[config.mk]
export PLATFORM = sky130hd
export DESIGN_NAME = ws2812_frame_encoder
export DESIGN_NICKNAME = d
export VERILOG_FILES = /design/src/rtl/leds_racer_pkg.sv /design/src/rtl/ws2812_bit_timer.sv /design/src/rtl/ws2812_frame_encoder.sv
export SDC_FILE = /design/constraint.sdc
export NUM_CORES = 1
export LEC_CHECK = 0
export CAP_MARGIN = 40
export CORE_ASPECT_RATIO = 0.7
export CORE_MARGIN = 5
export CORE_UTILIZATION = 40
export DETAILED_ROUTE_END_ITERATION = 12
export GPL_TIMING_DRIVEN = 0
export SETUP_SLACK_MARGIN = 0.5
export SYNTH_ARGS = -nofsm -noshare
export SYNTH_HDL_FRONTEND = slang
export SYNTH_HIERARCHICAL = 1
export SYNTH_SLANG_ARGS = --single-unit
[constraint.sdc]
create_clock -name clk -period 2.41 [get_ports clk]
set_input_delay 0.3615 -clock clk [delete_from_list [all_inputs] [get_ports clk]]
set_output_delay 0.3615 -clock clk [all_outputs]
set_load 0.005 [all_outputs]
[src/rtl/leds_racer_pkg.sv]
// Shared constants for the LED racer track: GRB pixel layout, WS2812 timing
// defaults at 50 MHz, player colours and the frame encoder state encoding.
package leds_racer_pkg;

  localparam int PIXEL_W   = 24;
  localparam int GRB_G_MSB = 23;
  localparam int GRB_R_MSB = 15;
  localparam int GRB_B_MSB = 7;

  localparam int WS_NUM_LEDS  = 109;
  localparam int WS_T0H_CYC   = 20;
  localparam int WS_T1H_CYC   = 40;
  localparam int WS_BIT_CYC   = 63;
  localparam int WS_RESET_CYC = 3000;
  localparam int WS_STALL_MAX = 1000;

  localparam logic [PIXEL_W-1:0] COLOUR_OFF = 24'h000000;
  localparam logic [PIXEL_W-1:0] COLOUR_P1  = 24'h00FF00;  // red
  localparam logic [PIXEL_W-1:0] COLOUR_P2  = 24'h0000FF;  // blue

  typedef enum logic [1:0] {
    ST_IDLE,
    ST_FETCH,
    ST_SEND,
    ST_LATCH
  } enc_state_e;

  function automatic logic [PIXEL_W-1:0] grb(input logic [7:0] r, input logic [7:0] g,
                                             input logic [7:0] b);
    return {g, r, b};
  endfunction

endpackage

[src/rtl/ws2812_bit_timer.sv]
// Times one WS2812 bit period: line high for T0H/T1H cycles, low for the rest,
// with bit_end on the last cycle. Free-runs back to back while i_go stays high.
module ws2812_bit_timer #(
  parameter int T0H_CYC = 20,
  parameter int T1H_CYC = 40,
  parameter int BIT_CYC = 63
) (
  input  logic clk,
  input  logic rst_n,
  input  logic i_go,
  input  logic i_bit,
  output logic o_line,
  output logic o_bit_end
);

  localparam int CW = $clog2(BIT_CYC);

  logic [CW-1:0] r_cyc;
  logic [CW-1:0] w_high_cyc;
  logic          w_bit_end;

  assign w_high_cyc = i_bit ? CW'(T1H_CYC) : CW'(T0H_CYC);
  assign w_bit_end  = i_go && (r_cyc == CW'(BIT_CYC - 1));
  assign o_line     = i_go && (r_cyc < w_high_cyc);
  assign o_bit_end  = w_bit_end;

  // NOTE: sequential state uses non-blocking assignments so every flop samples pre-edge values.
  always_ff @(posedge clk or negedge rst_n) begin
    if (!rst_n) begin
      r_cyc <= '0;
    end else if (!i_go || w_bit_end) begin
      r_cyc <= '0;
    end else begin
      r_cyc <= r_cyc + CW'(1);
    end
  end

endmodule

[src/rtl/ws2812_frame_encoder.sv]
// Pulls a frame of GRB pixels through a one-entry buffer and serialises them
// gap-free onto the WS2812 line, then holds the line low for the latch period.
module ws2812_frame_encoder
  import leds_racer_pkg::*;
#(
  parameter int NUM_LEDS  = WS_NUM_LEDS,
  parameter int T0H_CYC   = WS_T0H_CYC,
  parameter int T1H_CYC   = WS_T1H_CYC,
  parameter int BIT_CYC   = WS_BIT_CYC,
  parameter int RESET_CYC = WS_RESET_CYC,
  parameter int STALL_MAX = WS_STALL_MAX
) (
  input  logic                        clk,
  input  logic                        rst_n,
  input  logic                        start,
  input  logic [PIXEL_W-1:0]          pixel_data,
  input  logic                        pixel_valid,
  output logic                        pixel_ready,
  output logic [$clog2(NUM_LEDS)-1:0] pixel_index,
  output logic                        busy,
  output logic                        frame_done,
  output logic                        underrun,
  output logic                        leds_line
);

  localparam int IW    = $clog2(NUM_LEDS);
  localparam int CNT_W = $clog2(NUM_LEDS + 1);
  localparam int SW    = $clog2(STALL_MAX + 1);
  localparam int RW    = $clog2(RESET_CYC + 1);

  enc_state_e         r_state, w_next_state;
  logic [PIXEL_W-1:0] r_buf, r_shifter;
  logic               r_buf_full;
  logic [CNT_W-1:0]   r_req_cnt, r_sent_cnt;
  logic [4:0]         r_bit_cnt;
  logic [SW-1:0]      r_stall_cnt;
  logic [RW-1:0]      r_latch_cnt;
  logic               r_busy, r_underrun, r_frame_done;

  logic w_start_ok, w_xfer, w_load, w_pixel_end, w_stall_out, w_latch_end;
  logic w_bit_go, w_bit_end, w_line;

  // A start coinciding with frame_done is dropped even though the FSM is already back in IDLE.
  assign w_start_ok  = start && (r_state == ST_IDLE) && !r_frame_done;
  assign w_xfer      = pixel_valid && pixel_ready;
  assign w_pixel_end = (r_state == ST_SEND) && w_bit_end && (r_bit_cnt == 5'd0);
  assign w_load      = ((r_state == ST_FETCH) || w_pixel_end) && r_buf_full;
  assign w_stall_out = (r_state == ST_FETCH) && !r_buf_full && !w_xfer &&
                       (r_stall_cnt == SW'(STALL_MAX - 1));
  assign w_latch_end = (r_state == ST_LATCH) && (r_latch_cnt == RW'(RESET_CYC - 1));

  ws2812_bit_timer #(
    .T0H_CYC (T0H_CYC),
    .T1H_CYC (T1H_CYC),
    .BIT_CYC (BIT_CYC)
  ) u_bit_timer (
    .clk       (clk),
    .rst_n     (rst_n),
    .i_go      (w_bit_go),
    .i_bit     (r_shifter[GRB_G_MSB]),
    .o_line    (w_line),
    .o_bit_end (w_bit_end)
  );

  always_ff @(posedge clk or negedge rst_n) begin
    if (!rst_n) r_state <= ST_IDLE;
    else        r_state <= w_next_state;
  end

  // NOTE: each always_comb assigns a default first so no path leaves a latch.
  always_comb begin
    w_next_state = r_state;
    case (r_state)
      ST_IDLE:  if (w_start_ok) w_next_state = ST_FETCH;
      ST_FETCH: begin
        if (r_buf_full)       w_next_state = ST_SEND;
        else if (w_stall_out) w_next_state = ST_LATCH;
      end
      ST_SEND: begin
        if (w_pixel_end && !r_buf_full)
          w_next_state = (r_sent_cnt < CNT_W'(NUM_LEDS)) ? ST_FETCH : ST_LATCH;
      end
      ST_LATCH: if (w_latch_end) w_next_state = ST_IDLE;
      default:  w_next_state = ST_IDLE;
    endcase
  end

  always_comb begin
    pixel_ready = r_busy && !r_buf_full && (r_req_cnt < CNT_W'(NUM_LEDS)) &&
                  (r_state != ST_LATCH);
    w_bit_go    = (r_state == ST_SEND);
  end

  always_ff @(posedge clk or negedge rst_n) begin
    if (!rst_n) begin
      r_buf        <= '0;
      r_shifter    <= '0;
      r_buf_full   <= 1'b0;
      r_req_cnt    <= '0;
      r_sent_cnt   <= '0;
      r_bit_cnt    <= '0;
      r_stall_cnt  <= '0;
      r_latch_cnt  <= '0;
      r_busy       <= 1'b0;
      r_underrun   <= 1'b0;
      r_frame_done <= 1'b0;
    end else begin
      r_frame_done <= w_latch_end;
      if (w_latch_end) r_busy     <= 1'b0;
      if (w_stall_out) r_underrun <= 1'b1;

      if (w_load) r_buf_full <= 1'b0;
      if (w_xfer) begin
        r_buf      <= pixel_data;
        r_buf_full <= 1'b1;
        r_req_cnt  <= r_req_cnt + CNT_W'(1);
      end

      if (w_load) begin
        r_shifter  <= r_buf;
        r_bit_cnt  <= 5'd23;
        r_sent_cnt <= r_sent_cnt + CNT_W'(1);
      end else if ((r_state == ST_SEND) && w_bit_end) begin
        r_shifter <= r_shifter << 1;
        r_bit_cnt <= r_bit_cnt - 5'd1;
      end

      if (w_load)                                     r_stall_cnt <= '0;
      else if ((r_state == ST_FETCH) && !r_buf_full)  r_stall_cnt <= r_stall_cnt + SW'(1);

      if (r_state == ST_LATCH) r_latch_cnt <= r_latch_cnt + RW'(1);
      else                     r_latch_cnt <= '0;

      if (w_start_ok) begin
        r_busy      <= 1'b1;
        r_underrun  <= 1'b0;
        r_req_cnt   <= '0;
        r_sent_cnt  <= '0;
        r_stall_cnt <= '0;
        r_buf_full  <= 1'b0;
      end
    end
  end

  assign pixel_index = r_req_cnt[IW-1:0];
  assign busy        = r_busy;
  assign frame_done  = r_frame_done;
  assign underrun    = r_underrun;
  assign leds_line   = w_line;

endmodule

# Word-level counts from Yosys, hierarchy flattened
# Index checks and enable logic that the tools add are counted.
# totals
regBits	101
word_cells	93
# op_classes
add_sub_neg	6
magnitude_cmp	3
eq_ne	11
mux	28
reduce_logical	32
# ops
operator	n
24-bit two-way mux	2
10-bit two-way mux	3
7-bit two-way mux	4
1-bit logical AND	16
7-bit by 1-bit adder with 7-bit output, second input constant	2
7-bit < comparator, second input constant	2
12-bit by 1-bit adder with 12-bit output, second input constant	1
12-bit == test, second input constant	1
12-bit two-way mux	1
2-bit two-way mux	6
6-bit two-way mux	2
10-bit by 1-bit adder with 10-bit output, second input constant	1
10-bit == test, second input constant	1
5-bit two-way mux	2
2-bit nonzero test	5
2-bit != test, second input constant	4
2-bit one-hot mux with 4 select lines	1
1-bit two-way mux	7
6-bit by 1-bit adder with 6-bit output, second input constant	1
6-bit == test, second input constant	1
6-bit < comparator	1
3-bit nonzero test	2
5-bit logical NOT	1
5-bit by 1-bit subtractor with 5-bit output, second input constant	1
other kinds (7)	12

# Longest topological paths before layout
# Gate-level depths: netlist (run 1).
# depth
word_depth	11
mapped_depth	10
depth_no_buf	9

# By module
# The synthesis (run 1) kept the hierarchy.
# by_module_without_submodules
module	instances	cells_each	area_per_inst_um2	seq_area_each_um2
ws2812_frame_encoder	1	409	4291.6	2377.3
ws2812_bit_timer	1	37	360.3	150.1

# Least setup slack after synthesis (run 1)
# Ideal clock, no wire load.
# synth_timing
path_kind	register to register
from	register r_state[0]
to	register r_state[1]
setup_ps	125
t_arrival_ps	2537
slack_ps	-252
path_stages_with_launch	10
period_less_slack_ps	2662
cell_sequence	dfrtp_1 buf_6 nor2b_1 inv_1 nor3_1 nand4bb_4 or3_4 a221oi_4 a41oi_2 mux2_4
# synth_between
word_cells_on_any_way	24
# synth_lines
item	line_no	text
start, declared	ws2812_frame_encoder.sv:31	enc_state_e r_state, w_next_state;
start signal, assigned	ws2812_frame_encoder.sv:67	else r_state <= w_next_state;
2-bit == test	ws2812_frame_encoder.sv:91	w_bit_go = (r_state == ST_SEND);
named net w_bit_go	ws2812_frame_encoder.sv:41	logic w_bit_go, w_bit_end, w_line;
1-bit logical AND	ws2812_bit_timer.sv:23	assign w_bit_end = i_go && (r_cyc == CW'(BIT_CYC - 1));
named net w_bit_end	ws2812_frame_encoder.sv:41	
1-bit logical AND (2 in a row)	ws2812_frame_encoder.sv:46	assign w_pixel_end = (r_state == ST_SEND) && w_bit_end && (r_bit_cnt == 5'd0);
1-bit logical AND	ws2812_frame_encoder.sv:80	if (w_pixel_end && !r_buf_full)
2-bit != test (no line)	-	
4-bit AND reduction (no line)	-	
# The timed path passes the listed nets, and every way through them passes these cells.
# A chain may end at the register's enable or synchronous reset.

# Final worst setup path (run 1)
# layout_timing
from	register u_bit_timer.r_cyc[0]
to	register r_state[1]
# layout_between
elab_chain_len	7
# layout_lines
item	line_no	text
start, declared	ws2812_bit_timer.sv:18	logic [CW-1:0] r_cyc;
start signal, assigned	ws2812_bit_timer.sv:34	r_cyc <= r_cyc + CW'(1);
6-bit == test	ws2812_bit_timer.sv:23	
1-bit logical AND	ws2812_bit_timer.sv:23	
named net w_bit_end	ws2812_frame_encoder.sv:41	
1-bit logical AND (2 in a row)	ws2812_frame_encoder.sv:46	
1-bit logical AND	ws2812_frame_encoder.sv:80	
2-bit != test (no line)	-	
4-bit AND reduction (no line)	-	
# The timed path passes the listed nets, and every way through them passes these cells.

==> impl_results.md, run 1 <==
* Crit Path Max Fanout at 2
* Min Tclk post-route at 2.35 ns
* Layout area overhead at 36.8%
* DP Area at 5350 µm²
* Antenna-violating nets left at 0
* Pin count of the biggest net entering global routing at 56
* WL/cell at 15.7 µm
* Port buffer count at 39
* First-pass GRT wire length at 18300 µm
* CP Depth at 9
* Seq cells post-synth at 101
* Syn Inst Count at 446
* CP delay by family, top: simple AND/OR/NAND/NOR gates
* Post-Route WL at 11000 µm
* I/O pins at 40
* CP arrival at 2.59 ns
* Via count at 3636
* Sequential share of the synthesized area at 54.3%
* Layout cells sized above 1 at 27.7%
* Top post-synthesis cells by count: 101 x dfrtp_1, 74 x nand2_1, 59 x nor2_1
* Final period utilization at 97.5%
* Antenna violations before repair at 0
* Outcome: finished, final reports clean
* Slew margin rel. at 57.5%
* GR Overflow Total at 0
* Buf+Inv Stages, Crit Path at 1
* Post-synth net total at 484
* EDFF count, synth at 0
* Slew Viols, Final at 0
* TritonCTS clock tree: built
* CP Capture Type: register
* Most frequent cell after synthesis: dfrtp_1
* Initial Util at 40.2%
* Area contributors post-synth: dfrtp_1 54%, nand2_1 6.0%, mux2_2 5.8%, nor2_1 4.8%, a31oi_1 3.2%
* P per Cell Area at 1050 nW/µm²
* Die W at 139 µm
* Iteration-0 DRC Markers at 341
* Max-Cap Viols at 0
* Rows at 33
* Max Clk Rate at 425 MHz
* Inserted Clock Buffers at 9
* Final setup vio count at 0
* 1st-pass router iterations at 4
* Mean Syn Cell Area at 10.4 µm²
* DIE AREA at 13900 µm²
* Post-route DRC at 0
* Overall Power at 0.00669 W
* Via density at 5.18
* Critical path's slowest cell: or3_4
* R2r setup slk at 0.06 ns
* Clock root buffer: clkbuf_16
* HP Class: in2async
* Clock transition at path regs at 0.07 ns
* CTS sink count at 101
* Die extent in y at 100 µm
* Top cell type by total area after synthesis: dfrtp_1
* CP Class: reg2reg
* Post-DP HPWL at 6860 µm
* Cell breakdown of the critical path: inv_1 -> ha_1 -> nand4_1 -> nor3_4 -> nand4bb_4 -> or3_4 -> a221oi_4 -> a41oi_2 -> mux2_4
* Ys flop type: dfrtp_1
* Mapped Area at 4650 µm²
* Max incr delay on CP at 0.40 ns
* GRT Util Overall at 16.4%
* Worst path required time at 2.65 ns
* CTS Buffer Depth at 2
* Synth unique cells at 47
* Max VDD drop at 0.000512 V
* Synth top area share at 54.3%
* Antenna cells at 0
* Least-Margin Pin Slew at 0.631 ns
* Clk_skew at 0.00769 ns
* Synth Warn # at 6
* Asr flop ratio synth at 100%
* Critical Path Start Type: register
* Core area at 11600 µm²
* Final-stage net count at 578
* Vias in the first global route at 3602
* LEAKAGE at 2.83 nW
* CTS H-tree depth at 3
* R2R depth at 9
* Final Cell Area at 6360 µm²
* Worst skew pair latency at 0.35 ns
* Fin. Hold Viols at 0
* GP Congestion at 0.791
* RSZ-0062 raised after global routing: true
## registers in the layout, summed over array words and instances (netlist names)
register and count:
r_buf 24, r_shifter 24, r_latch_cnt 12, r_stall_cnt 10, pixel_index 7, r_sent_cnt 7
u_bit_timer/r_cyc 6, r_bit_cnt 5, r_state 2, busy 1, frame_done 1, r_buf_full 1
underrun 1
## report_power, final
part / internal, W / switching (W) / total, W
combinational: 0.00147 / 0.00124 / 0.00271
clock: 0.000728 / 0.000696 / 0.00142
sequential: 0.00221 / 0.000346 / 0.00256
total: 0.00441 / 0.00228 / 0.00669
## layout make-up
type / instances / area, µm²
inverter: 9 / 33.8
clock inverter: 7 / 66.3
fill: 993 / 5200
timing repair buffer: 81 / 842
tap: 157 / 196
sequential: 101 / 2530
multi-input combinational: 319 / 2260
buffer: 19 / 209
clock buffer: 9 / 225
## cell usage in the layout, fill, tap and decap left out, types with 7 or more instances in the layout
cell type and count:
inv_1 7, nand4_1 10, nand2_1 70, xor2_1 17, o21ai_0 9, clkdlybuf4s50_1 36, a31oi_1 19, buf_8 7
mux2_2 23, clkbuf_16 13, nor2_1 48, xnor2_1 9, ha_1 10, buf_4 25, buf_6 16, nand3_1 15
dfrtp_1 99
## per-layer routing
layer  track usage [%]  part of all wire, %
met1              23.8                   50
met2              24.7                   46
met3              3.76                  3.2
met4              5.04                  1.2
met5                 0                    0
## timing repair
item	CTS	global route
setup endpoints to repair	80	63
pin swaps	15	7
buffers inserted	31	5
hold buffers	0	0
gates cloned	5	2
hold endpoints to repair	0	0
resized for setup	44	50
## logic make-up (layout without fill, tap and decap cells)
group | after synthesis | in the layout | synth area share (%)
adders and majority gates | 10 | 10 | 2.69
xor gates and xnor gates | 26 | 26 | 4.90
DFF | 101 | 101 | 54.3
buffers and inverters | 28 | 125 | 2.90
and+or+nand+nor | 196 | 198 | 19.7
muxes | 31 | 31 | 7.42
AOI/OAI and AO/OA | 54 | 54 | 8.04
## per-stage QoR
step                setup TNS, ns  util (%)  setup WS (ns)  instances  hold WS [ns]
finish                          0      55.0         0.0591        702        0.0204
CTS                             0      52.7       0.000588        695        0.0392
global placement          -285.07      46.0          -2.83        642         0.456
global route               -0.262      55.0        -0.0617        702        0.0661
floorplan                       0         -         0.0986        446        0.0659
detailed placement         -0.116      46.3         -0.116        643         0.417
## path summary, 6_finish.rpt
check | from | end
max reg2reg | u_bit_timer/r_cyc[0] | r_state[1]
min in group clk | r_buf[0] | r_shifter[0]
max | u_bit_timer/r_cyc[0] | r_state[1]
min reg2reg | r_buf[0] | r_shifter[0]
max in group asynchronous | rst_n | r_buf[10]
min | rst_n | r_latch_cnt[4]
(Power assumes the default switching activity.)
==> inputs of run 2 (changes only) <==
CELL_PAD_IN_SITES_DETAIL_PLACEMENT = 1   (was not set)
CELL_PAD_IN_SITES_GLOBAL_PLACEMENT = 1   (was not set)
DONT_BUFFER_PORTS = 1   (was not set)
PLACE_DENSITY_LB_ADDON = 0.1   (was not set)
SLEW_MARGIN = 20   (was not set)
==> run 2 against run 1 <==
Effect of this change: the flow now finishes with violations (hold timing); total power down 2.8%; combinational power down 7.4%; worst setup slack worse by 0.017 ns; maximum frequency down 0.71%; design area down 8.2%; wire length up 6.5%; register-to-register slack worse by 0.02 ns; sequential share of layout area up 3.6 points.
==> impl_results.md, run 2 (synthesis gave the netlist of run 1 again) <==
* DIE AREA at 13900 µm² (unchanged)
* Most frequent cells in the layout: 96 x dfrtp_1, 71 x nand2_1, 38 x nor2_1
* Post-Layout Cell Count at 644 (-8.3%)
* Final period utilization at 98.2% (+0.70 points)
* Clock root buffer: clkbuf_16
* Via density at 5.27 (+1.8%)
* Port buffer count at 0 (-100%)
* LEAKAGE at 2.54 nW (-10%)
* 1st-pass router iterations at 4 (unchanged)
* Rows at 33 (unchanged)
* Iteration-0 DRC Markers at 189 (-45%)
* Final setup vio count at 0 (unchanged)
* Area occupied by registers at 2530 µm² (+0.15%)
* Die extent in y at 100 µm (unchanged)
* Post-route DRC at 0 (unchanged)
* Failing checks: hold timing
* Clk_skew at 0.00690 ns (-0.000786 ns)
* CP Class: reg2reg
* Crit Path Max Fanout at 10 (+8)
* Area of the multi-input gates at 2330 µm² (+3.2%)
* Antenna-violating nets left at 0 (unchanged)
* Combinational power share at 38.6% (-1.9 points)
* Slew Viols, Final at 0 (unchanged)
* Slew margin rel. at 59.1% (+1.6 points)
* CTS H-tree depth at 3 (unchanged)
* Internal power at 0.00422 W (-4.3%)
* Layout area overhead at 25.5%
* CTS sink count at 101 (unchanged)
* Post-Route WL at 11700 µm (+6.5%)
* GRT Util Overall at 17.2% (+0.80 points)
* Clock power frac at 21.1% (-0.2 points)
* Initial Util at 40.2% (unchanged)
* R2R depth at 9 (unchanged)
* TritonCTS clock tree: built
* Commonest non-fill, non-tap cell in the layout: dfrtp_1
* Clock transition at path regs at 0.07 ns (about the same)
* CP Capture Type: register
* Via count at 3397 (-6.6%)
* Fill count at 1254 (+26%)
* Dpl cells at 603 (-6.2%)
* Met3 wire len at 462 µm (+33%)
* Layout cells sized above 1 at 28.1% (+0.42 points)
* CTS Buffer Depth at 2 (unchanged)
* WL/cell at 18.2 µm (+16%)
* Antenna violations before repair at 0 (unchanged)
* HP Class: in2async
* First-pass GRT wire length at 19200 µm (+4.8%)
* Net Sw Frac at 35.1% (+1.0 points)
* Inserted Clock Buffers at 9 (unchanged)
* WHS at -0.294 ns (-0.314 ns)
* Seq pwr share at 40.3% (+2.0 points)
* Worst path required time at 2.64 ns (about the same)
* RSZ-0062 raised after global routing: true
* Top Layer Used: met4
* GR Overflow Total at 0 (unchanged)
* Vias in the first global route at 3626 (+0.67%)
* Post-DP HPWL at 7450 µm (+8.6%)
* Min Tclk post-route at 2.37 ns (+0.0168 ns)
* Final-stage net count at 521 (-9.9%)
* Antenna cells at 0 (unchanged)
* P per Cell Area at 1110 nW/µm² (+6.0%)
* CP arrival at 2.59 ns (about the same)
* Max-Cap Viols at 0 (unchanged)
* Critical Path Start Type: register
* Max Clk Rate at 422 MHz (-0.71%)
* Pin count of the biggest net entering global routing at 102 (+82%)
* Top Registers: r_buf (24), r_shifter (24), r_latch_cnt (12)
* Metal2 WL at 5250 µm (+3.3%)
* Worst skew pair latency at 0.34 ns (about the same)
* Core area at 11600 µm² (unchanged)
* I/O pins at 40 (unchanged)
* Die W at 139 µm (unchanged)
* Outcome: finished with violations
* Fin. Hold Viols at 101 (+101)
* Least-Margin Pin Slew at 0.608 ns (-0.0234 ns)
* Switching power at 0.00228 W (+0.19%)
* Max VDD drop at 0.000451 V (-12%)
* Routed met1 length at 5900 µm (+8.1%)
* GP Congestion at 0.776 (-1.8%)
-- run 2: cell count changes in the layout (fill, tap and decap cells not counted), moves of 4 or more --
cell | previous run | this run
a31oi_4 | 1 | 6
buf_4 | 25 | 14
buf_6 | 16 | 9
clkdlybuf4s50_1 | 36 | 0
nor2_1 | 48 | 38
nor2_2 | 6 | 12
nor2_4 | 5 | 9
-- run 2: repair_timing --
item / in CTS / in global routing
hold endpoints to repair: 101 / 101
gates cloned: 7 / 1
endpoints found under the setup margin: 80 / 75
pin swaps: 9 / 9
buffers inserted: 13 / 5
resized for setup: 42 / 47
-- run 2: power by group through the flow --
stage / sequential [W] / clock [W] / combinational [W]
final: 0.00262 / 0.00137 / 0.00251
after detailed placement: 0.00258 / 0 / 0.00165
after global routing: 0.00268 / 0.00150 / 0.00273
after global placement: 0.00256 / 0 / 0.00160
after floorplan: 0.00248 / 0 / 0.00132
after CTS: 0.00256 / 0.00141 / 0.00224
-- run 2: metrics by stage --
| step | utilization [%] | instance area, µm² | worst slack [ns] | TNS (ns) | total power [W] |
|---|---|---|---|---|---|
| after CTS | 48.4 | 5590 | -0.0138 | -0.0138 | 0.00622 |
| after floorplan | - | 4740 | 0.0986 | 0 | 0.00380 |
| final | 50.5 | 5840 | 0.0423 | 0 | 0.00650 |
| after detailed placement | 42.7 | 4930 | -0.160 | -0.545 | 0.00423 |
| after global placement | 42.7 | 4930 | -0.128 | -0.382 | 0.00416 |
| after global routing | 50.5 | 5840 | -0.0776 | -0.202 | 0.00691 |
-- run 2: area by class of cell --
| class | count | share of cell area (%) |
|---|---|---|
| sequential | 101 | 43.4 |
| inverter | 9 | 0.579 |
| tap | 157 | 3.36 |
| timing repair buffer | 23 | 4.20 |
| multi-input combinational | 320 | 39.9 |
| clock buffer | 10 | 4.09 |
| clock inverter | 5 | 0.643 |
| buffer | 19 | 3.77 |
-- run 2: path summary, 6_finish.rpt --
check	from	end	slack, ns
worst max register to register	r_state[1]	r_state[1]	0.04
worst max-delay path	r_state[1]	r_state[1]	0.04
min in group clk	pixel_data[19]	r_buf[19]	0.16
worst min-delay path	rst_n	r_latch_cnt[7]	-0.29
max in group asynchronous	rst_n	r_bit_cnt[2]	2.55
worst min register to register	r_stall_cnt[9]	r_stall_cnt[9]	0.49
-- run 2: routing by layer --
metal	up-vias	track usage, %
met5	-	0
met1	1715	25.3
met2	48	25.7
li1	1623	-
met4	0	3.83
met3	11	4.57
-- run 2: critical path, stage by stage, from the launching register on --
cell and delay (ns):
dfrtp_1 0.35, buf_6 0.15, nor2b_4 0.19, inv_2 0.07, nor3_4 0.22, nand4bb_4 0.13
or3_4 0.41, a221oi_4 0.32, a41oi_2 0.09, mux2_4 0.33
==> inputs of run 3 (changes only) <==
CELL_PAD_IN_SITES_DETAIL_PLACEMENT = not set   (was 1)
CELL_PAD_IN_SITES_GLOBAL_PLACEMENT = not set   (was 1)
PLACE_DENSITY_LB_ADDON = not set   (was 0.1)
==> run 3 against run 2 <==
Effect of this change: the flow still finishes with violations (hold timing); maximum frequency is 0.59% lower; clock power up 7%; worst hold slack improved by 0.0042 ns; combinational power is 16% lower; die area stayed put; sequential share of layout area up 1.5 points; via count shrank 0.21%; final cell count stayed put; sequential power fell by 2%; worst setup slack worse by 0.014 ns; non-clock buffer count rose by 1; wire length shrank 13%; highest routed layer unchanged.
==> impl_results.md, run 3 (synthesis gave the netlist of run 1 again) <==
* Outcome: finished with violations
* Failing checks: hold timing
* DIE AREA at 13900 µm² (unchanged)
* Clk_skew at 0.00760 ns (+0.000702 ns)
* CTS H-tree depth at 3 (unchanged)
* Clock transition at path regs at 0.07 ns (about the same)
* I/O pins at 40 (unchanged)
* Dpl cells at 603 (unchanged)
* Fill count at 1058 (-16%)
* Post-DP HPWL at 6780 µm (-9.0%)
* GP Congestion at 0.796 (+2.5%)
* Overall Power at 0.00614 W (-5.6%)
* Slew Viols, Final at 0 (unchanged)
* LEAKAGE at 2.51 nW (-0.97%)
* Area of the multi-input gates at 2170 µm² (-7.0%)
* GRT Util Overall at 14.9% (-2.4 points)
* Max-Cap Viols at 0 (unchanged)
* Min Tclk post-route at 2.38 ns (+0.0140 ns)
* Internal power at 0.00411 W (-2.7%)
* CTS sink count at 101 (unchanged)
* CTS Buffer Depth at 2 (unchanged)
* Post-Layout Cell Count at 644 (unchanged)
* Die W at 139 µm (unchanged)
* CP arrival at 2.62 ns (+0.03 ns)
* P per Cell Area at 1090 nW/µm² (-2.4%)
* Max Clk Rate at 420 MHz (-0.59%)
* Via count at 3390 (-0.21%)
* Pin count of the biggest net entering global routing at 102 (unchanged)
* Core area at 11600 µm² (unchanged)
* Max VDD drop at 0.000560 V (+24%)
* Antenna-violating nets left at 0 (unchanged)
* RSZ-0062 raised after global routing: true
* Least-Margin Pin Slew at 0.624 ns (+0.0163 ns)
* Fin. Hold Viols at 101 (unchanged)
* Post-Route WL at 10200 µm (-13%)
* Rows at 33 (unchanged)
* Die extent in y at 100 µm (unchanged)
* Layout cells sized above 1 at 25.5% (-2.7 points)
* Clock power frac at 23.7% (+2.6 points)
* CP Capture Type: register
* Initial Util at 40.2% (unchanged)
* Antenna cells at 0 (unchanged)
* Slew margin rel. at 58.3% (-0.80 points)
* Final-stage net count at 520 (-0.19%)
* Port buffer count at 0 (unchanged)
* Switching power at 0.00204 W (-11%)
* First-pass GRT wire length at 16900 µm (-12%)
* Net Sw Frac at 33.1% (-1.9 points)
* Commonest non-fill, non-tap cell in the layout: dfrtp_1
* Seq pwr share at 41.8% (+1.5 points)
* Final Cell Area at 5650 µm² (-3.3%)
* Vias in the first global route at 3347 (-7.7%)
* Clock root buffer: clkbuf_16
* DP Area at 4930 µm² (unchanged)
* Post-route DRC at 0 (unchanged)
* 1st-pass router iterations at 4 (unchanged)
* Combinational power share at 34.5% (-4.1 points)
* Final period utilization at 98.8% (+0.58 points)
* Layout area overhead at 21.4%
* TritonCTS clock tree: built
* Crit Path Max Fanout at 10 (unchanged)
* Most frequent cells in the layout: 96 x dfrtp_1, 71 x nand2_1, 45 x nor2_1
* WL/cell at 15.9 µm (-13%)
* Final core utilization at 48.8% (-1.7 points)
* WHS at -0.289 ns (+0.00416 ns)
* Worst skew pair latency at 0.35 ns (about the same)
* HP Class: in2async
* Inserted Clock Buffers at 9 (unchanged)
* Final setup vio count at 0 (unchanged)
* Worst path required time at 2.64 ns (about the same)
* GR Overflow Total at 0 (unchanged)
* Antenna violations before repair at 0 (unchanged)
* CP Class: reg2reg
* Setup_tns at 0 ns (unchanged)
* Via density at 5.26 (-0.21%)
* Critical Path Start Type: register
* Area occupied by registers at 2530 µm² (unchanged)
* Iteration-0 DRC Markers at 224 (+19%)
* Top Registers: r_buf (24), r_shifter (24), r_latch_cnt (12)
==> run 3: changes by cell type in the layout (fill, tap and decap cells not counted), moves of 2 or more <==
cell	before	now
clkinvlp_4	2	0
clkbuf_8	3	0
a31oi_1	17	23
nand2_8	4	2
buf_4	14	21
nor2_1	38	45
buf_8	4	2
inv_6	0	2
clkbuf_1	2	4
nor2_4	9	0
nor2_2	12	14
a31oi_4	6	0
==> run 3: worst max-delay path: stages (launching register included) <==
cell	delay, ns
dfrtp_1	0.34
buf_6	0.14
nor2b_4	0.20
inv_2	0.08
nor3_4	0.23
nand4bb_4	0.14
or3_4	0.40
a221oi_4	0.33
a41oi_2	0.09
mux2_4	0.33
==> run 3: area by class of cell <==
type	count	share of cell area, %
well taps	157	3.48
inverters	9	0.598
plain buffers	19	3.52
repair buffers	24	3.81
clock inverters	6	1.24
clock buffers	10	4.05
flip-flops and latches	101	44.9
multi-input cells	318	38.4
==> run 3: stage by stage <==
stage	hold WS (ns)	setup WS [ns]
after CTS	-0.301	-0.0336
after floorplan	0.0659	0.0986
after global routing	-0.312	-0.0849
final	-0.289	0.0283
after detailed placement	0.0685	-0.135
after global placement	0.0687	-0.107
==> run 3: what timing repair did <==
item,CTS,global route
buffers inserted,10,11
setup endpoints to repair,80,77
pin swaps,8,6
resized for setup,29,25
endpoints found under the hold margin,101,101
gates cloned,0,4
==> run 3: layer usage <==
layer	wire length, µm	up-vias	track usage [%]
met2	4600	57	22.5
met4	110	0	4.06
met1	5140	1709	21.0
met5	0	-	0
li1	-	1617	-
met3	383	7	4.38
==> run 3: final timing paths <==
kind	from	endpoint	slack, ns	depth (start not counted)
min	rst_n	r_latch_cnt[7]	-0.29	0
max reg2reg	r_state[1]	r_state[1]	0.03	9
min in group clk	pixel_data[6]	r_buf[6]	0.16	1
max in group asynchronous	rst_n	pixel_index[0]	2.48	0
min reg2reg	r_buf[0]	r_shifter[0]	0.47	2
max	r_state[1]	r_state[1]	0.03	9
==> run 3: power groups by stage <==
| stage | Sequential [W] | Combinational, W | Clock (W) |
|---|---|---|---|
| floorplan | 0.00248 | 0.00132 | 0 |
| global placement | 0.00255 | 0.00156 | 0 |
| detailed placement | 0.00258 | 0.00162 | 0 |
| CTS | 0.00255 | 0.00187 | 0.00149 |
| global route | 0.00262 | 0.00231 | 0.00155 |
| finish | 0.00257 | 0.00212 | 0.00146 |
==> RTL change: new RTL, config.mk and constraints of run 3 <==
Set the package constant `WS_STALL_MAX` to 2000 (it was 1000).
--- a/src/rtl/leds_racer_pkg.sv
+++ b/src/rtl/leds_racer_pkg.sv
@@ -12,7 +12,7 @@
   localparam int WS_T1H_CYC   = 40;
   localparam int WS_BIT_CYC   = 63;
   localparam int WS_RESET_CYC = 3000;
-  localparam int WS_STALL_MAX = 1000;
+  localparam int WS_STALL_MAX = 2000;
 
   localparam logic [PIXEL_W-1:0] COLOUR_OFF = 24'h000000;
   localparam logic [PIXEL_W-1:0] COLOUR_P1  = 24'h00FF00;  // red
Formal check against the unedited RTL: same outputs for any inputs over 10 cycles, from zero or initial values and one cycle with rst_n low; that may be too few to reach the edited logic, so the function may still have changed.
==> RTL change against run 3 <==
The run still ends with negative hold slack left. Design area about the same. Sequential power about the same. Wire length decreased by 5.8%. Synthesized area increased by 2.4%. Sequential cell count increased by 1. Power decreased by 1.2%. Combinational power decreased by 4%. Setup slack improved by 0.074 ns. Critical path type unchanged.
==> RTL change: results (changes against run 3) <==
----------------------------------------------------
[Timing]
  Worst hold slack after final layout ... -0.297 ns (was -0.289 ns)
  Slew of the pin with the lowest slew margin ... 0.591 ns (was 0.624 ns)
  Fin. Hold Viols ... 102 (was 101)
  Worst setup skew after layout ... 0.00942 ns (was 0.00760 ns)

[Yosys]
  Syn nets ... 464 (was 484)
  Leading post-synthesis cells by instance count ... sky130_fd_sc_hd__dfrtp_1 (102), sky130_fd_sc_hd__nor2_1 (60), sky130_fd_sc_hd__a21oi_1 (33) (was sky130_fd_sc_hd__dfrtp_1 (101), sky130_fd_sc_hd__nand2_1 (74), sky130_fd_sc_hd__nor2_1 (59))
  Cell count after synthesis ... 426 (was 446)
  Share of cell area taken by muxes after synthesis ... 11.7% (was 7.42%)
  Largest cells by area after synthesis ... sky130_fd_sc_hd__dfrtp_1 (54%), sky130_fd_sc_hd__mux2i_1 (5.7%), sky130_fd_sc_hd__mux2_2 (5.7%) (was sky130_fd_sc_hd__dfrtp_1 (54%), sky130_fd_sc_hd__nand2_1 (6.0%), sky130_fd_sc_hd__mux2_2 (5.8%))
  Synthesized-area fraction occupied by ao, oa, aoi and oai cells ... 7.51% (was 8.04%)
  Seq/Total Area, Yosys ... 53.6% (was 54.3%)

[Clocking]
  Clk Latency, worst-skew pair ... 0.35 ns (about the same)
  Post_cts resized ... 23 (was 29)

[Placed design]
  Final Wtd Congestion ... 0.765 (was 0.796)
  Hpwl dp ... 6490 µm (was 6780 µm)
  Area of placed instances ... 5050 µm² (was 4930 µm²)
  Minimum setup slack after placement ... -0.0774 ns (was -0.135 ns)

[Worst setup path]
  Critical Path Max Stage Delay ... 0.38 ns (was 0.40 ns)
  Worst reg2reg path startpoint ... r_state[0] (was r_state[1])
  Crit path DAT ... 2.54 ns (was 2.62 ns)
  Destination of the worst register-to-register timing path ... r_sent_cnt[1] (was r_state[1])
  R2r setup slk ... 0.10 ns (was 0.03 ns)
  R2r worst-path depth ... 11 (was 9)
  Critical Path Slowest Stage Cell ... sky130_fd_sc_hd__dfrtp_1 (was sky130_fd_sc_hd__or3_4)

[Status]
  Status ... finished, violations left (unchanged)
  Failing checks ... negative hold slack (unchanged)

[Pwr]
  Cell-internal power ... 0.00406 W (was 0.00411 W)
  Relative contribution of the clock network to total power ... 24.0% (was 23.7%)
  Worst vdd ir ... 0.400 mV (was 0.560 mV)
  Total power after layout ... 0.00607 W (was 0.00614 W)
  Leakage dissipation ... 2.55 nW (was 2.51 nW)
  Combinational gate power ... 0.00203 W (was 0.00212 W)

[Layout]
  Final nets ... 493 (was 520)
  Final instance count without filler cells ... 618 (was 644)

[Detailed routing]
  Post-DR wirelength/cell ... 15.6 µm (was 15.9 µm)
  Detailed-route via count ... 3205 (was 3390)
  Initial drt markers ... 158 (was 224)

[Global route]
  Wire length of the first global-routing pass ... 16300 µm (was 16900 µm)
  Vias in the first global route ... 3289 (was 3347)
  All-layer global routing usage ... 14.2% (was 14.9%)
  Largest net degree at the start of global routing ... 103 (was 102)

----------------------------------------------------
## RTL change: cell count changes in the layout (fill, tap and decap cells not counted), sizes merged, moves of 6 or more
| cell | change |
|---|---|
| a21oi | +25 |
| a31oi | -23 |
| buf | -6 |
| mux2i | +21 |
| nand2 | -46 |
| nor3 | +7 |
## RTL change: layout make-up
cell class	count	area [µm²]	area share (%)
clock buffers	10	229	4.05
clock inverters	6	68.8	1.22
diodes	1	2.50	0.0443
inverters	9	33.8	0.598
well taps	157	196	3.48
repair buffers	18	144	2.55
flip-flops and latches	102	2560	45.3
plain buffers	17	139	2.46
multi-input cells	298	2280	40.3
## RTL change: layer usage
layer / GRT usage, % / vias up / wire length [µm]
li1: - / 1546 / -
met1: 19.9 / 1590 / 4830
met2: 21.1 / 53 / 4170
met3: 4.34 / 16 / 464
met4: 4.69 / 0 / 176
met5: 0 / - / 0
